--- src/rtl/lcd_pkg.sv ---
// Shared constants and types for the 8080-style LCD bus receiver.
// Command codes, pixel width and the receive-mode encoding.
package lcd_pkg;

  localparam logic [7:0] CMD_CASET  = 8'h2A;
  localparam logic [7:0] CMD_PASET  = 8'h2B;
  localparam logic [7:0] CMD_RAMWR  = 8'h2C;
  localparam logic [7:0] CMD_RAMWRC = 8'h3C;

  localparam int RGB565_W = 16;

  typedef enum logic [1:0] {
    IDLE     = 2'd0,
    PARAM    = 2'd1,
    PIX_NEW  = 2'd2,
    PIX_CONT = 2'd3
  } mode_e;

  // Parameter index counter; holds at 15 once reached.
  function automatic logic [3:0] sat_inc4(input logic [3:0] v);
    return (v == 4'hF) ? v : v + 4'd1;
  endfunction

endpackage

--- src/rtl/lcd_sync.sv ---
// Multi-flop synchroniser chain for a bundle of bus signals.
// RST_VAL sets the idle value the chain holds while reset is applied.
module lcd_sync #(
  parameter int             W       = 1,
  parameter int             STAGES  = 2,
  parameter logic [W-1:0]   RST_VAL = '0
) (
  input  logic         i_clk,
  input  logic         i_rst_n,
  input  logic [W-1:0] i_d,
  output logic [W-1:0] o_q
);

  logic [STAGES-1:0][W-1:0] pipe_q, pipe_d;

  always_comb begin
    pipe_d = {pipe_q[STAGES-2:0], i_d};
  end

  always_ff @(posedge i_clk) begin
    if (!i_rst_n) pipe_q <= {STAGES{RST_VAL}};
    else          pipe_q <= pipe_d;
  end

  assign o_q = pipe_q[STAGES-1];

endmodule

--- src/rtl/lcd_bus_rx.sv ---
// 8080-style LCD write receiver: decodes commands/parameters, tracks the
// 2Ah/2Bh address window and emits coordinate-tagged RGB565 pixels.
module lcd_bus_rx
  import lcd_pkg::*;
#(
  parameter int DATA_W      = 16,
  parameter int SYNC_STAGES = 2,
  parameter int X_W         = 10,
  parameter int Y_W         = 10
) (
  input  logic                i_clk,
  input  logic                i_rst_n,
  input  logic                i_lcd_wr,
  input  logic                i_lcd_rs,
  input  logic                i_lcd_cs_n,
  input  logic                i_lcd_rst_n,
  input  logic [DATA_W-1:0]   i_lcd_data,
  output logic [7:0]          o_command,
  output logic                o_command_valid,
  output logic [7:0]          o_param,
  output logic [3:0]          o_param_idx,
  output logic                o_param_valid,
  output logic [X_W-1:0]      o_win_x0,
  output logic [X_W-1:0]      o_win_x1,
  output logic [Y_W-1:0]      o_win_y0,
  output logic [Y_W-1:0]      o_win_y1,
  output logic [RGB565_W-1:0] o_pix_rgb565,
  output logic [X_W-1:0]      o_pix_x,
  output logic [Y_W-1:0]      o_pix_y,
  output logic                o_pix_valid,
  output logic                o_frame_start
);

  // ---------------------------------------------------------------- sync
  logic [3:0]        ctrl_s;
  logic [DATA_W-1:0] data_s;
  logic              wr_s, rs_s, cs_n_s, lrst_n_s;

  lcd_sync #(.W(4), .STAGES(SYNC_STAGES), .RST_VAL(4'b1100)) u_sync_ctrl (
    .i_clk   (i_clk),
    .i_rst_n (i_rst_n),
    .i_d     ({i_lcd_rst_n, i_lcd_cs_n, i_lcd_rs, i_lcd_wr}),
    .o_q     (ctrl_s)
  );

  lcd_sync #(.W(DATA_W), .STAGES(SYNC_STAGES), .RST_VAL('0)) u_sync_data (
    .i_clk   (i_clk),
    .i_rst_n (i_rst_n),
    .i_d     (i_lcd_data),
    .o_q     (data_s)
  );

  assign {lrst_n_s, cs_n_s, rs_s, wr_s} = ctrl_s;

  // Panel reset from the MCU clears the same state as the system reset.
  logic core_rst;
  assign core_rst = !i_rst_n || !lrst_n_s;

  // ---------------------------------------------------------------- state
  logic                wr_prev_q,  wr_prev_d;
  logic                cs_prev_q,  cs_prev_d;
  mode_e               mode_q,     mode_d;
  logic [3:0]          idx_q,      idx_d;
  logic                phase_q,    phase_d;
  logic [7:0]          hi_q,       hi_d;
  logic [23:0]         wbuf_q,     wbuf_d;
  logic                armed_q,    armed_d;
  logic [X_W-1:0]      cur_x_q,    cur_x_d;
  logic [Y_W-1:0]      cur_y_q,    cur_y_d;
  logic [X_W-1:0]      win_x0_q,   win_x0_d, win_x1_q, win_x1_d;
  logic [Y_W-1:0]      win_y0_q,   win_y0_d, win_y1_q, win_y1_d;
  logic [7:0]          command_q,  command_d;
  logic                cmd_vld_q,  cmd_vld_d;
  logic [7:0]          param_q,    param_d;
  logic [3:0]          param_idx_q, param_idx_d;
  logic                param_vld_q, param_vld_d;
  logic [RGB565_W-1:0] pix_rgb_q,  pix_rgb_d;
  logic [X_W-1:0]      pix_x_q,    pix_x_d;
  logic [Y_W-1:0]      pix_y_q,    pix_y_d;
  logic                pix_vld_q,  pix_vld_d;
  logic                fstart_q,   fstart_d;

  logic                strobe, cs_rise, pix_done;
  logic [7:0]          byte_in;
  logic [RGB565_W-1:0] data_ext, pix_val;
  logic [15:0]         lo_v, hi_v;

  assign strobe   = wr_s && !wr_prev_q && !cs_prev_q;
  assign cs_rise  = cs_n_s && !cs_prev_q;
  assign byte_in  = data_s[7:0];
  assign data_ext = RGB565_W'(data_s);
  assign lo_v     = {wbuf_q[23:16], wbuf_q[15:8]};
  assign hi_v     = {wbuf_q[7:0], byte_in};

  always_comb begin
    wr_prev_d   = wr_s;
    cs_prev_d   = cs_n_s;
    mode_d      = mode_q;
    idx_d       = idx_q;
    phase_d     = phase_q;
    hi_d        = hi_q;
    wbuf_d      = wbuf_q;
    armed_d     = armed_q;
    cur_x_d     = cur_x_q;
    cur_y_d     = cur_y_q;
    win_x0_d    = win_x0_q;
    win_x1_d    = win_x1_q;
    win_y0_d    = win_y0_q;
    win_y1_d    = win_y1_q;
    command_d   = command_q;
    cmd_vld_d   = 1'b0;
    param_d     = param_q;
    param_idx_d = param_idx_q;
    param_vld_d = 1'b0;
    pix_rgb_d   = pix_rgb_q;
    pix_x_d     = pix_x_q;
    pix_y_d     = pix_y_q;
    pix_vld_d   = 1'b0;
    fstart_d    = 1'b0;
    pix_done    = 1'b0;
    pix_val     = data_ext;

    if (strobe) begin
      if (!rs_s) begin
        command_d = byte_in;
        cmd_vld_d = 1'b1;
        idx_d     = 4'd0;
        phase_d   = 1'b0;
        case (byte_in)
          CMD_RAMWR: begin
            mode_d  = PIX_NEW;
            cur_x_d = win_x0_q;
            cur_y_d = win_y0_q;
            armed_d = 1'b1;
          end
          CMD_RAMWRC: mode_d = PIX_CONT;
          default:    mode_d = PARAM;
        endcase
      end else if (mode_q == IDLE || mode_q == PARAM) begin
        param_d     = byte_in;
        param_idx_d = idx_q;
        param_vld_d = 1'b1;
        idx_d       = sat_inc4(idx_q);
        if (command_q == CMD_CASET || command_q == CMD_PASET) begin
          case (idx_q)
            4'd0: wbuf_d[23:16] = byte_in;
            4'd1: wbuf_d[15:8]  = byte_in;
            4'd2: wbuf_d[7:0]   = byte_in;
            4'd3: begin
              if (command_q == CMD_CASET) begin
                win_x0_d = lo_v[X_W-1:0];
                win_x1_d = hi_v[X_W-1:0];
              end else begin
                win_y0_d = lo_v[Y_W-1:0];
                win_y1_d = hi_v[Y_W-1:0];
              end
            end
            default: ;
          endcase
        end
      end else if (DATA_W == 16) begin
        pix_done = 1'b1;
      end else if (!phase_q) begin
        hi_d    = byte_in;
        phase_d = 1'b1;
      end else begin
        pix_val  = {hi_q, byte_in};
        pix_done = 1'b1;
        phase_d  = 1'b0;
      end
    end

    if (pix_done) begin
      pix_rgb_d = pix_val;
      pix_x_d   = cur_x_q;
      pix_y_d   = cur_y_q;
      pix_vld_d = 1'b1;
      fstart_d  = armed_q;
      armed_d   = 1'b0;
      // x advances modulo 2^X_W so an inverted window still reaches x1.
      if (cur_x_q == win_x1_q) begin
        cur_x_d = win_x0_q;
        cur_y_d = (cur_y_q == win_y1_q) ? win_y0_q : cur_y_q + 1'b1;
      end else begin
        cur_x_d = cur_x_q + 1'b1;
      end
    end

    // Deselect drops any half-assembled pixel.
    if (cs_rise) phase_d = 1'b0;
  end

  always_ff @(posedge i_clk) begin
    if (core_rst) begin
      wr_prev_q   <= 1'b0;
      cs_prev_q   <= 1'b1;
      mode_q      <= IDLE;
      idx_q       <= '0;
      phase_q     <= 1'b0;
      hi_q        <= '0;
      wbuf_q      <= '0;
      armed_q     <= 1'b0;
      cur_x_q     <= '0;
      cur_y_q     <= '0;
      win_x0_q    <= '0;
      win_x1_q    <= '1;
      win_y0_q    <= '0;
      win_y1_q    <= '1;
      command_q   <= '0;
      cmd_vld_q   <= 1'b0;
      param_q     <= '0;
      param_idx_q <= '0;
      param_vld_q <= 1'b0;
      pix_rgb_q   <= '0;
      pix_x_q     <= '0;
      pix_y_q     <= '0;
      pix_vld_q   <= 1'b0;
      fstart_q    <= 1'b0;
    end else begin
      wr_prev_q   <= wr_prev_d;
      cs_prev_q   <= cs_prev_d;
      mode_q      <= mode_d;
      idx_q       <= idx_d;
      phase_q     <= phase_d;
      hi_q        <= hi_d;
      wbuf_q      <= wbuf_d;
      armed_q     <= armed_d;
      cur_x_q     <= cur_x_d;
      cur_y_q     <= cur_y_d;
      win_x0_q    <= win_x0_d;
      win_x1_q    <= win_x1_d;
      win_y0_q    <= win_y0_d;
      win_y1_q    <= win_y1_d;
      command_q   <= command_d;
      cmd_vld_q   <= cmd_vld_d;
      param_q     <= param_d;
      param_idx_q <= param_idx_d;
      param_vld_q <= param_vld_d;
      pix_rgb_q   <= pix_rgb_d;
      pix_x_q     <= pix_x_d;
      pix_y_q     <= pix_y_d;
      pix_vld_q   <= pix_vld_d;
      fstart_q    <= fstart_d;
    end
  end

  assign o_command       = command_q;
  assign o_command_valid = cmd_vld_q;
  assign o_param         = param_q;
  assign o_param_idx     = param_idx_q;
  assign o_param_valid   = param_vld_q;
  assign o_win_x0        = win_x0_q;
  assign o_win_x1        = win_x1_q;
  assign o_win_y0        = win_y0_q;
  assign o_win_y1        = win_y1_q;
  assign o_pix_rgb565    = pix_rgb_q;
  assign o_pix_x         = pix_x_q;
  assign o_pix_y         = pix_y_q;
  assign o_pix_valid     = pix_vld_q;
  assign o_frame_start   = fstart_q;

endmodule

--- config.mk ---
export PLATFORM = sky130hd
export DESIGN_NAME = lcd_bus_rx
export DESIGN_NICKNAME = d
export VERILOG_FILES = /design/src/rtl/lcd_pkg.sv /design/src/rtl/lcd_sync.sv /design/src/rtl/lcd_bus_rx.sv
export SDC_FILE = /design/constraint.sdc
export NUM_CORES = 1
export LEC_CHECK = 0
export CAP_MARGIN = 20
export CORE_MARGIN = 3
export CORE_UTILIZATION = 50
export CTS_BUF_LIST = sky130_fd_sc_hd__clkbuf_8 sky130_fd_sc_hd__clkbuf_16
export DETAILED_ROUTE_END_ITERATION = 10
export GPL_TIMING_DRIVEN = 0
export PLACE_DENSITY = 0.88
export REMOVE_ABC_BUFFERS = 1
export SLEW_MARGIN = 20
export SYNTH_ARGS = -nofsm -noshare
export SYNTH_HDL_FRONTEND = slang
export SYNTH_HIERARCHICAL = 1
export SYNTH_SLANG_ARGS = --single-unit
--- constraint.sdc ---
create_clock -name i_clk -period 2.78 [get_ports i_clk]
set_clock_uncertainty 0.05 [all_clocks]
set_input_delay 0.556 -clock i_clk [delete_from_list [all_inputs] [get_ports i_clk]]
set_output_delay 0.556 -clock i_clk [all_outputs]
set_load 0.005 [all_outputs]
==> run_results.csv, run 1 <==
group,metric,value,unit
worst_setup_path,path_max_fanout,20,
outcome,status,"completed",
synthesis,async_flop_share,0,
floorplanning,dieHeight,123,um
synthesis,synthAdderAreaFrac,0.0110,
sta,tightest_slew,0.777,ns
final_layout,most-common-layout-cells,"nand2_1, dfxtp_1, clkdlybuf4s50_1, a21oi_1, nand3_1",
route,route.detailed.drc,0,
place,placed_cell_area,8160,um2
worst_hold_path,hp-start,"u_sync_ctrl/o_q[2]",
cts,hold_buffers,0,
final_layout,layout_commonest_cell,"nand2_1",
route,vias,5939,
synthesis,yosys_register_bits,180,
place,port_buffers,121,
power,power,0.00518,W
worst_setup_path,required,3.03,ns
place,dp_cells,1042,
power,p_switching,0.00105,W
place,gp_congestion,0.853,
synthesis,synth.distinct_cells,50,
cts,cts_tree,"yes",
global_route,grt_overflow_total,0,
job,drv_cap,0,
worst_setup_path,r2r_end,"cur_y_q[0]",
worst_hold_path,min_to,"cs_prev_q",
power,p_comb_frac,0.022,
floorplanning,placementRows,42,
worst_setup_path,slowest_delay,0.74,ns
synthesis,synthSimpleGateAreaFrac,0.257,
synthesis,synth_compound_area_frac,0.107,
place,hpwl,11.6,mm
final_layout,syn_to_final_growth,28.7,%
synthesis,synth_edf_count,0,
route,post_drt_via_cell_ratio,5.52,
floorplanning,dieArea,15100,um2
worst_hold_path,whs_path_depth,1,
worst_setup_path,worst_setup_path_end_kind,"flip-flop",
synthesis,syn_area_per_cell,8.59,um2
floorplanning,core,13300,um2
final_layout,num_antenna_cells,0,
cts,clkLatencyLatePin,0.43,ns
worst_setup_path,r2r_cells,6,
power,ir_drop,0.448,mV
power,p_int,0.00413,W
route,wirelength,17.5,mm
sta,fin_crit,2.62,ns
route,ant_nets,0,
final_layout,multi_input_area,3040,um2
worst_setup_path,critPathArrivalTime,2.87,ns
global_route,antenna_found_initial,0,
global_route,grt_util_met2,0.392,
synthesis,synth_top_family_by_area,"simple AND/OR/NAND/NOR gates",
sta,setup_ws,0.155,ns
floorplanning,ios,122,
cts,clkTransAtPathRegs,0.06,ns
worst_setup_path,r2r-start,"cur_x_q[0]",
global_route,grt_util_met1,0.284,
synthesis,synth_xor_area_frac,0.0346,
synthesis,ys_seq_area_frac,0.527,
cts,numCtsBuffers,17,
global_route,grt_max_degree,62,
floorplanning,die_width,123,um
final_layout,fillers,1017,
worst_setup_path,slowest_stage,"o31ai_4",
global_route,first_global_vias,5656,
route,dr.first_iter.drc_count,560,
worst_setup_path,reg2reg_setup_slack,0.16,ns
final_layout,nets,916,
synthesis,synth_area,6840,um2
global_route,grt_util_met3,0.0686,
final_layout,final_area,8800,um2
sta,rsz0062_at_grt,"false",
synthesis,muxShareOfSynthArea,0.0271,
final_layout,regArea,3600,um2
route,dr.pass1.iters,7,
global_route,busiest_layer,"met2",
worst_setup_path,cp-start-kind,"flip-flop",
cts,clock_path_buffers,2,
floorplanning,initial_core_util,0.514,
power,leakage,3.22,nW
final_layout,drive_above_1_share,0.0979,
place,dp_slack,-0.995,ns
sta,final_max_slew_viol_count,0,
final_layout,fin_cells,1075,
worst_hold_path,min_path_type,"flip-flop to flip-flop",
sta,fmax,0.381,GHz
synthesis,yosys_warnings,6,
global_route,grtUsageTotal,0.236,
sta,min_period_over_period,0.944,
synthesis,synth_cells,796,
worst_setup_path,path_cells,"xnor2_1 > nand4_1 > o31ai_4 > and2_1 > mux2i_1 > a21oi_1",
sta,finalSetupViolations,0,
worst_setup_path,critPathKind,"flip-flop to flip-flop",
global_route,grt_pass1_wl,27.9,mm
cts,clockRootBuffer,"clkbuf_16",
power,powerDensity,589,nW/um2
power,p_clk_frac,0.471,
power,switching_share,0.203,
sta,hold_violations,0,
cts,clock_sinks,180,
synthesis,yosys_most_used_dff,"dfxtp_1",
route,avgRoutedWirePerCell,16.3,um
power,seqPwrFrac,0.507,
cts,cts_max_level,4,
sta,relSlewSlack,0.477,
-- power by group through the flow --
stage / sequential (W) / clock (W) / combinational [W]
finish: 0.00263 / 0.00244 / 0.000116
global route: 0.00263 / 0.00255 / 0.000127
CTS: 0.00263 / 0.00246 / 0.000117
detailed placement: 0.00269 / 0 / 0.000117
global placement: 0.00268 / 0 / 0.000108
floorplan: 0.00267 / 0 / 0.0000564
-- state kept, by name, indices dropped and copies added (netlist names), 10 cells and up --
name                flops
o_pix_x                10
o_win_x1               10
cur_x_q                10
cur_y_q                10
u_sync_data/o_q        16
o_win_y1               10
wbuf_q                 12
u_sync_data/pipe_d     16
o_win_y0               10
o_pix_y                10
o_pix_rgb565           16
o_win_x0               10
-- kinds of logic after synthesis --
group / Yosys count
AND/OR/NAND/NOR: 370
adder cells (fa/ha/maj): 6
multiplexers: 18
AO/OA/AOI/OAI: 134
XOR/XNOR: 27
buffers and inverters: 61
flip-flops: 180
-- synthesized netlist by cell type, types with 6 or more instances --
cell	instances	area share
buf_2	8	0.0059
ha_1	6	0.011
and2_2	32	0.035
nand3_1	41	0.030
nand2b_1	8	0.0073
o21ai_0	13	0.0095
inv_1	6	0.0033
nor2_1	39	0.021
nor3_1	9	0.0066
and2_1	6	0.0055
clkbuf_1	42	0.023
and3_1	6	0.0055
xor2_1	9	0.012
dfxtp_1	180	0.53
xnor2_1	18	0.023
nand2_1	201	0.11
mux2i_1	14	0.020
a21oi_1	98	0.072
nand4_1	6	0.0055
-- worst max-delay path by stage --
| stage | from | cells past startpoint | end | slack (ns) |
|---|---|---|---|---|
| final | cur_x_q[0] | 6 | cur_y_q[0] | 0.16 |
| after global routing | o_command[5] | 7 | o_win_x0[4] | 0.01 |
| after CTS | i_rst_n | 6 | cur_y_q[3] | 0.04 |
| after detailed placement | u_sync_ctrl/o_q[0] | 6 | o_win_x1[0] | -0.99 |
| after global placement | i_rst_n | 5 | cur_y_q[3] | -2.25 |
| after floorplan | wr_prev_q | 6 | o_win_x0[0] | -0.14 |
-- per-stage QoR --
step / TNS [ns] / hold slack, ns / utilization
after global placement: -243.14 / 0.341 / 0.605
after global routing: 0 / 0.378 / 0.662
after CTS: 0 / 0.363 / 0.661
after detailed placement: -50.62 / 0.348 / 0.614
after floorplan: -4.55 / 0.336 / -
final: 0 / 0.358 / 0.662
-- worst max-delay path: cells and delay by family, from the launching register on --
family / cells / cell delay (ns)
xor gates and xnor gates: 1 / 0.16
AOI/OAI and AO/OA: 2 / 0.82
DFF: 1 / 0.48
muxes: 1 / 0.22
and+or+nand+nor: 2 / 0.77
-- routing by layer --
| layer | up-vias | routed length (um) |
|---|---|---|
| li1 | 2824 | - |
| met1 | 2750 | 6900 |
| met2 | 305 | 8460 |
| met3 | 60 | 1570 |
| met4 | 0 | 591 |
| met5 | - | 0 |
-- layout make-up --
type	instances	share of cell area
multi-input cells	555	0.345
flip-flops and latches	180	0.409
well taps	176	0.0250
repair buffers	128	0.150
clock buffers	20	0.0530
clock inverters	10	0.0151
inverters	6	0.00256
-- timing repair --
action	in CTS	in global routing
buffers inserted	3	0
setup endpoints to repair	67	14
pin swaps	2	0
resized for setup	1	2
Power figures use the tool's default switching activity.
==> run 2, diff against run 1 <==
CTS_CLUSTER_SIZE = 28   (was not set)
==> results of run 2 <==
No change in the layout: final DEF, timing and power equal those of run 1.
